## config.mk

```make
export PLATFORM = sky130hd
export DESIGN_NAME = cp0_unit
export DESIGN_NICKNAME = d
export VERILOG_FILES = /design/src/rtl/cp0_pkg.sv /design/src/rtl/cp0_unit.sv
export SDC_FILE = /design/constraint.sdc
export NUM_CORES = 1
export LEC_CHECK = 0
export ABC_CLOCK_PERIOD_IN_PS = 4000
export BUFFER_PORTS_ARGS = -buffer_cell sky130_fd_sc_hd__buf_4
export CAP_MARGIN = 5
export CORE_MARGIN = 1.5
export CORE_UTILIZATION = 30
export DETAILED_ROUTE_END_ITERATION = 6
export GPL_TIMING_DRIVEN = 0
export PLACE_DENSITY_LB_ADDON = 0.12
export SLEW_MARGIN = 10
export SYNTH_ARGS = -nofsm -noshare
export SYNTH_HDL_FRONTEND = slang
export SYNTH_SLANG_ARGS = --single-unit
```

## constraint.sdc

```tcl
create_clock -name clk -period 4 [get_ports clk]
set_clock_uncertainty 0.2 [all_clocks]
set_input_delay 0.2 -clock clk [delete_from_list [all_inputs] [get_ports clk]]
set_output_delay 0.2 -clock clk [all_outputs]
set_load 0.02 [all_outputs]
```

## src/rtl/cp0_pkg.sv

```systemverilog
// Shared coprocessor-0 definitions: register indices, field positions and exception codes.
// Also imported by the datapath and control so all three agree on the same encodings.
package cp0_pkg;

    localparam logic [4:0] REG_SR    = 5'd12;
    localparam logic [4:0] REG_CAUSE = 5'd13;
    localparam logic [4:0] REG_EPC   = 5'd14;
    localparam logic [4:0] REG_PRID  = 5'd15;

    localparam int IM_HI  = 15;
    localparam int IM_LO  = 10;
    localparam int EXL    = 1;
    localparam int IE     = 0;
    localparam int BD     = 31;
    localparam int IP_HI  = 15;
    localparam int IP_LO  = 10;
    localparam int EXC_HI = 6;
    localparam int EXC_LO = 2;

    typedef enum logic [4:0] {
        EXC_INT  = 5'd0,
        EXC_ADEL = 5'd4,
        EXC_ADES = 5'd5,
        EXC_RI   = 5'd10,
        EXC_OV   = 5'd12
    } exc_code_e;

endpackage

```

## src/rtl/cp0_unit.sv

```systemverilog
// Coprocessor 0: SR/Cause/EPC/PRId registers, interrupt/exception arbitration,
// mfc0/mtc0 access and the eret target.
module cp0_unit
    import cp0_pkg::*;
#(
    parameter logic [31:0] PRID_VAL = 32'h0000_5005,
    parameter int          HWINT_W  = 6
) (
    input  logic               clk,
    input  logic               reset,
    input  logic [4:0]         A1,
    input  logic [4:0]         A2,
    input  logic [31:0]        DIn,
    input  logic               en,
    input  logic               EXLClr,
    input  logic [4:0]         ExcCodeIn,
    input  logic [31:0]        VPC,
    input  logic               BDIn,
    input  logic [HWINT_W-1:0] HWInt,
    output logic               Req,
    output logic [31:0]        DOut,
    output logic [31:0]        EPCOut
);

    logic [HWINT_W-1:0] im_q, im_d;
    logic               exl_q, exl_d;
    logic               ie_q, ie_d;
    logic               bd_q, bd_d;
    logic [HWINT_W-1:0] ip_q, ip_d;
    logic [4:0]         exc_code_q, exc_code_d;
    logic [31:2]        epc_q, epc_d;

    logic        int_req;
    logic        exc_req;
    logic [4:0]  sel_code;
    logic [31:0] victim_pc;
    logic [31:0] sr_val;
    logic [31:0] cause_val;
    logic [31:0] epc_val;

    // Interrupts win over synchronous exceptions; EXL masks both.
    always_comb begin
        int_req  = ie_q & ~exl_q & (|(im_q & HWInt));
        exc_req  = ~exl_q & (ExcCodeIn != 5'd0);
        Req      = int_req | exc_req;
        sel_code = int_req ? 5'(EXC_INT) : ExcCodeIn;
    end

    always_comb begin
        im_d       = im_q;
        exl_d      = exl_q;
        ie_d       = ie_q;
        bd_d       = bd_q;
        ip_d       = HWInt;
        exc_code_d = exc_code_q;
        epc_d      = epc_q;
        victim_pc  = BDIn ? (VPC - 32'd4) : VPC;

        if (Req) begin
            exl_d      = 1'b1;
            exc_code_d = sel_code;
            bd_d       = BDIn;
            epc_d      = victim_pc[31:2];
        end else begin
            if (en && (A2 == REG_SR)) begin
                im_d  = DIn[IM_LO +: HWINT_W];
                exl_d = DIn[EXL];
                ie_d  = DIn[IE];
            end
            if (en && (A2 == REG_EPC)) begin
                epc_d = DIn[31:2];
            end
            // eret clears EXL even when the same cycle writes SR.
            if (EXLClr) begin
                exl_d = 1'b0;
            end
        end
    end

    always_ff @(posedge clk) begin
        if (reset) begin
            im_q       <= '0;
            exl_q      <= 1'b0;
            ie_q       <= 1'b0;
            bd_q       <= 1'b0;
            ip_q       <= '0;
            exc_code_q <= 5'd0;
            epc_q      <= '0;
        end else begin
            im_q       <= im_d;
            exl_q      <= exl_d;
            ie_q       <= ie_d;
            bd_q       <= bd_d;
            ip_q       <= ip_d;
            exc_code_q <= exc_code_d;
            epc_q      <= epc_d;
        end
    end

    always_comb begin
        sr_val                      = '0;
        sr_val[IM_LO +: HWINT_W]    = im_q;
        sr_val[EXL]                 = exl_q;
        sr_val[IE]                  = ie_q;

        cause_val                   = '0;
        cause_val[BD]               = bd_q;
        cause_val[IP_LO +: HWINT_W] = ip_q;
        cause_val[EXC_HI:EXC_LO]    = exc_code_q;

        epc_val                     = {epc_q, 2'b00};
        EPCOut                      = epc_val;

        case (A1)
            REG_SR:    DOut = sr_val;
            REG_CAUSE: DOut = cause_val;
            REG_EPC:   DOut = epc_val;
            REG_PRID:  DOut = PRID_VAL;
            default:   DOut = 32'd0;
        endcase
    end

endmodule

```

==> summary.txt <==
FLOORPLAN
--------------------------------------------------------------------------------------------------------
Placeable core area                                                                            10180 um2
I/O pin cnt                                                                                          155
Die X-Extent                                                                                    104.9 um
Standard-cell rows                                                                                    37
Vertical extent of the die                                                                      104.9 um
Die ar.                                                                                        11000 um2
Initial Util                                                                                      0.3057

DETAILED ROUTING
--------------------------------------------------------------------------------------------------------
Vias per inst                                                                                      4.901
Antenna Violating Nets Remaining                                                                       0
Average wire per cell in the routed design                                                      15.74 um
Drt drc                                                                                                0
Violation count after the first detailed-routing iteration                                           156
Drt pass-1 iters                                                                                       4
Routed wire length                                                                              11020 um
Total via count in the routed design                                                                3431

CLOCKING
--------------------------------------------------------------------------------------------------------
Clock sink count                                                                                      50
Latest clock arrival within the worst-skew pair                                                  0.32 ns
Deepest level of the CTS H-tree                                                                        2
Post-CTS setup buffers                                                                                 0
Maximum buffer depth of the clock tree                                                                 2
Gates resized, CTS repair                                                                              0
TritonCTS clock tree                                                                                 yes
Root buffer cell                                                                            sky130_fd_sc_hd__clkbuf_8
Post-CTS clock slew at the launch and capture registers of the worst setup and hold paths        0.10 ns
Post-CTS Hold Buffers                                                                                 27
Number of clock buffers inserted by TritonCTS                                                          5

WORST SETUP PATH
--------------------------------------------------------------------------------------------------------
Critical Path Sink Type                                                                     primary output
Largest delay share family, worst path                                                      buffers and inverters
Type of the setup path with the least slack                                                 primary input to primary output
Crit path launch                                                                            ExcCodeIn[1]
Critical Path RT                                                                                 3.60 ns
Arrival time of data at the critical path endpoint                                               3.14 ns
CP max stage cell                                                                           sky130_fd_sc_hd__dlygate4sd3_1
Stage delay of the slowest cell on the critical path                                             0.53 ns
Worst setup path endpoint                                                                            Req
CP startpoint kind                                                                          primary input
Worst reg2reg startpoint                                                                    im_q[1]$_SDFFE_PP0P_
CP Depth                                                                                               9
Worst reg2reg setup slack                                                                        1.21 ns
Highest net fanout along the worst path                                                               10
Number of buffers and inverters on the critical path                                                   6
R2R cell count                                                                                         7
Critical register-to-register path endpoint                                                 epc_q[6]$_SDFFE_PP0P_
Cells along the critical path                                                               dlygate4sd3_1 > buf_4 > or4_1 > o21ai_0 > and2_1 > clkbuf_1 > clkinv_1 > clkbuf_1 > buf_4

LOGIC SYNTHESIS
--------------------------------------------------------------------------------------------------------
Synthesized cell area                                                                           3113 um2
Yosys cell types                                                                                      43
Cell count after synthesis                                                                           380
Syn avg cell area                                                                              8.192 um2
Cell accounting for the most synthesized area                                               sky130_fd_sc_hd__dfxtp_1
Synth top area cells                                                                        sky130_fd_sc_hd__dfxtp_1 32%, sky130_fd_sc_hd__mux2i_1 12%, sky130_fd_sc_hd__xnor2_1 5.9%
Sequential share of the synthesized area                                                          0.3215
Area fraction of the dominant cell type after synthesis                                           0.3215
Number of warnings reported in the yosys synthesis log                                                 0
Synth Register Bits                                                                                   50

CELLS AND AREA
--------------------------------------------------------------------------------------------------------
Area taken by flip-flops and latches                                                            1001 um2
Layout Area Growth over Synthesis                                                                 53.58%
Layout cell share with drive strength beyond 1                                                    0.2996
Area taken by multi-input logic gates                                                           1989 um2
Nets                                                                                                 654
Post-layout utilization of the core                                                               0.4694
Number of fill cells                                                                                1038
Most common library cell in the layout ignoring fill and taps                               sky130_fd_sc_hd__buf_4
# diodes                                                                                               0
Cell area after layout                                                                          4781 um2
Count of non-filler cells in the finished layout                                                     700
Top library cells by usage in the layout, fill and taps aside                               150 x sky130_fd_sc_hd__buf_4, 50 x sky130_fd_sc_hd__dfxtp_1, 48 x sky130_fd_sc_hd__nor2_1

RUN STATUS
--------------------------------------------------------------------------------------------------------
Violated checks                                                                              hold timing
Outcome                                                                                     finished with violations

TIMING
--------------------------------------------------------------------------------------------------------
Worst slew slack as a fraction of its limit                                                       0.4220
Actual transition at the worst max-transition pin                                              0.8591 ns
Min setup slack post-route                                                                     0.4601 ns
Setup violation total in the final timing report                                                       0
Hold_ws                                                                                     -0.001165 ns
Part of the cycle the worst path needs                                                            0.8850
Max Clk Rate                                                                                   282.5 MHz
Setup TNS                                                                                           0 ns
Final hold vios                                                                                        1
Fin crit period                                                                                 3.540 ns
Max-slew violation count                                                                               0
Setup repair after global routing missed its margin                                                   no

PLACED DESIGN
--------------------------------------------------------------------------------------------------------
Area after detailed placement                                                                   4398 um2
Quantity of I/O buffers inserted on ports                                                            148
Cell count after placement                                                                           665
Worst slack, placed                                                                             1.085 ns
Weighted congestion at the end of routability-driven global placement                             0.8294
HPWL after detailed placement                                                                    8594 um

GLOBAL ROUTE
--------------------------------------------------------------------------------------------------------
First-pass GRT wire length                                                                      16880 um
Congestion Overflow GR                                                                                 0
Pin count of the biggest net entering global routing                                                  17
Initial antenna violation count                                                                        0
Vias in the first global route                                                                      3240
Total global routing track utilization                                                            0.1951

POWER
--------------------------------------------------------------------------------------------------------
Power density normalized to cell area                                                       273.0 nW/um2
IR drop worst, VDD                                                                           0.0001711 V
PnR Total Power                                                                                 1.305 mW
Leak Pwr                                                                                        2.182 nW

MIN PATH
--------------------------------------------------------------------------------------------------------
Class of the tightest hold or removal check                                                 primary input to register

JOB
--------------------------------------------------------------------------------------------------------
MaxCap Viol Count                                                                                      0

==> kinds of logic after synthesis <==
family / count (synthesis) / synth area share
buffers and inverters: 31 / 0.04059
flip-flops: 50 / 0.3215
XOR/XNOR: 27 / 0.07597
adder cells (fa/ha/maj): 1 / 0.004019
multiplexers: 42 / 0.1371
other: 1 / 0.001205
AND/OR/NAND/NOR: 153 / 0.2600
AO/OA/AOI/OAI: 75 / 0.1596
==> cell usage after synthesis <==
cell type                  instances
sky130_fd_sc_hd__a211oi_1         17
sky130_fd_sc_hd__a21o_1           13
sky130_fd_sc_hd__a21oi_1          27
sky130_fd_sc_hd__a22o_1            3
sky130_fd_sc_hd__a22oi_1           5
sky130_fd_sc_hd__a32oi_1           1
sky130_fd_sc_hd__and2_1           19
sky130_fd_sc_hd__and3b_1           2
sky130_fd_sc_hd__buf_1             4
sky130_fd_sc_hd__buf_2             2
sky130_fd_sc_hd__buf_4             2
sky130_fd_sc_hd__clkbuf_1         19
sky130_fd_sc_hd__clkinv_1          1
sky130_fd_sc_hd__conb_1            1
sky130_fd_sc_hd__dfxtp_1          50
sky130_fd_sc_hd__ha_1              1
sky130_fd_sc_hd__inv_1             3
sky130_fd_sc_hd__mux2_2            5
sky130_fd_sc_hd__mux2i_1          37
sky130_fd_sc_hd__nand2_1          13
sky130_fd_sc_hd__nand2b_1          1
sky130_fd_sc_hd__nand3_1           9
sky130_fd_sc_hd__nand3b_1          2
sky130_fd_sc_hd__nand4_1           6
sky130_fd_sc_hd__nand4b_1          1
sky130_fd_sc_hd__nor2_1           48
sky130_fd_sc_hd__nor2b_1          13
sky130_fd_sc_hd__nor3_1           11
sky130_fd_sc_hd__nor3b_1           1
sky130_fd_sc_hd__nor4_1           12
sky130_fd_sc_hd__nor4b_1           1
sky130_fd_sc_hd__nor4bb_1          2
sky130_fd_sc_hd__o21a_1            2
sky130_fd_sc_hd__o21ai_0           3
sky130_fd_sc_hd__o311ai_0          1
sky130_fd_sc_hd__o31a_1            2
sky130_fd_sc_hd__o31ai_1           1
sky130_fd_sc_hd__or2_2             3
sky130_fd_sc_hd__or3_1             5
sky130_fd_sc_hd__or4_1             3
sky130_fd_sc_hd__or4_4             1
sky130_fd_sc_hd__xnor2_1          21
sky130_fd_sc_hd__xor2_1            6
==> worst min-delay path by stage <==
stage,startpoint,to,slack [ns],cells past startpoint
final,VPC[30],epc_q[30]$_SDFFE_PP0P_,-0.001,3
after global routing,VPC[28],epc_q[28]$_SDFFE_PP0P_,0.01,3
after CTS,VPC[25],epc_q[25]$_SDFFE_PP0P_,0.004,3
after detailed placement,HWInt[3],ip_q[3]$_SDFF_PP0_,0.23,2
after global placement,HWInt[5],ip_q[5]$_SDFF_PP0_,0.23,2
after floorplan,HWInt[0],ip_q[0]$_SDFF_PP0_,0.13,1
==> cell type report <==
type,instances,share of cell area
buffer,27,0.02329
clock buffer,5,0.01439
clock inverter,3,0.009160
inverter,4,0.003141
multi-input combinational,300,0.4161
sequential,50,0.2094
tap,136,0.03559
timing repair buffer,175,0.2889
==> layer usage <==
layer	track usage	vias to the layer above	part of all wire
li1	-	1715	-
met1	0.2632	1579	0.46
met2	0.3282	121	0.48
met3	0.02558	16	0.050
met4	0.04795	0	0.012
met5	0	-	0
==> worst min-delay path: stages <==
cell and delay [ns]:
sky130_fd_sc_hd__buf_4 0.09, sky130_fd_sc_hd__xnor2_1 0.13, sky130_fd_sc_hd__a21oi_1 0.07
==> power by group <==
group,switching [mW],internal [mW],leakage [nW]
sequential,0.0295,0.535,0.414
combinational,0.181,0.180,1.71
clock,0.191,0.188,0.0585
total,0.402,0.903,2.18
==> registers in the layout (all words and copies together), names as in the netlist <==
name and count:
epc_q 30, exc_code_q 5, ip_q 6, im_q 6, exl_q 1, bd_q 1
ie_q 1
No activity file was read; power rests on OpenSTA's default activity.
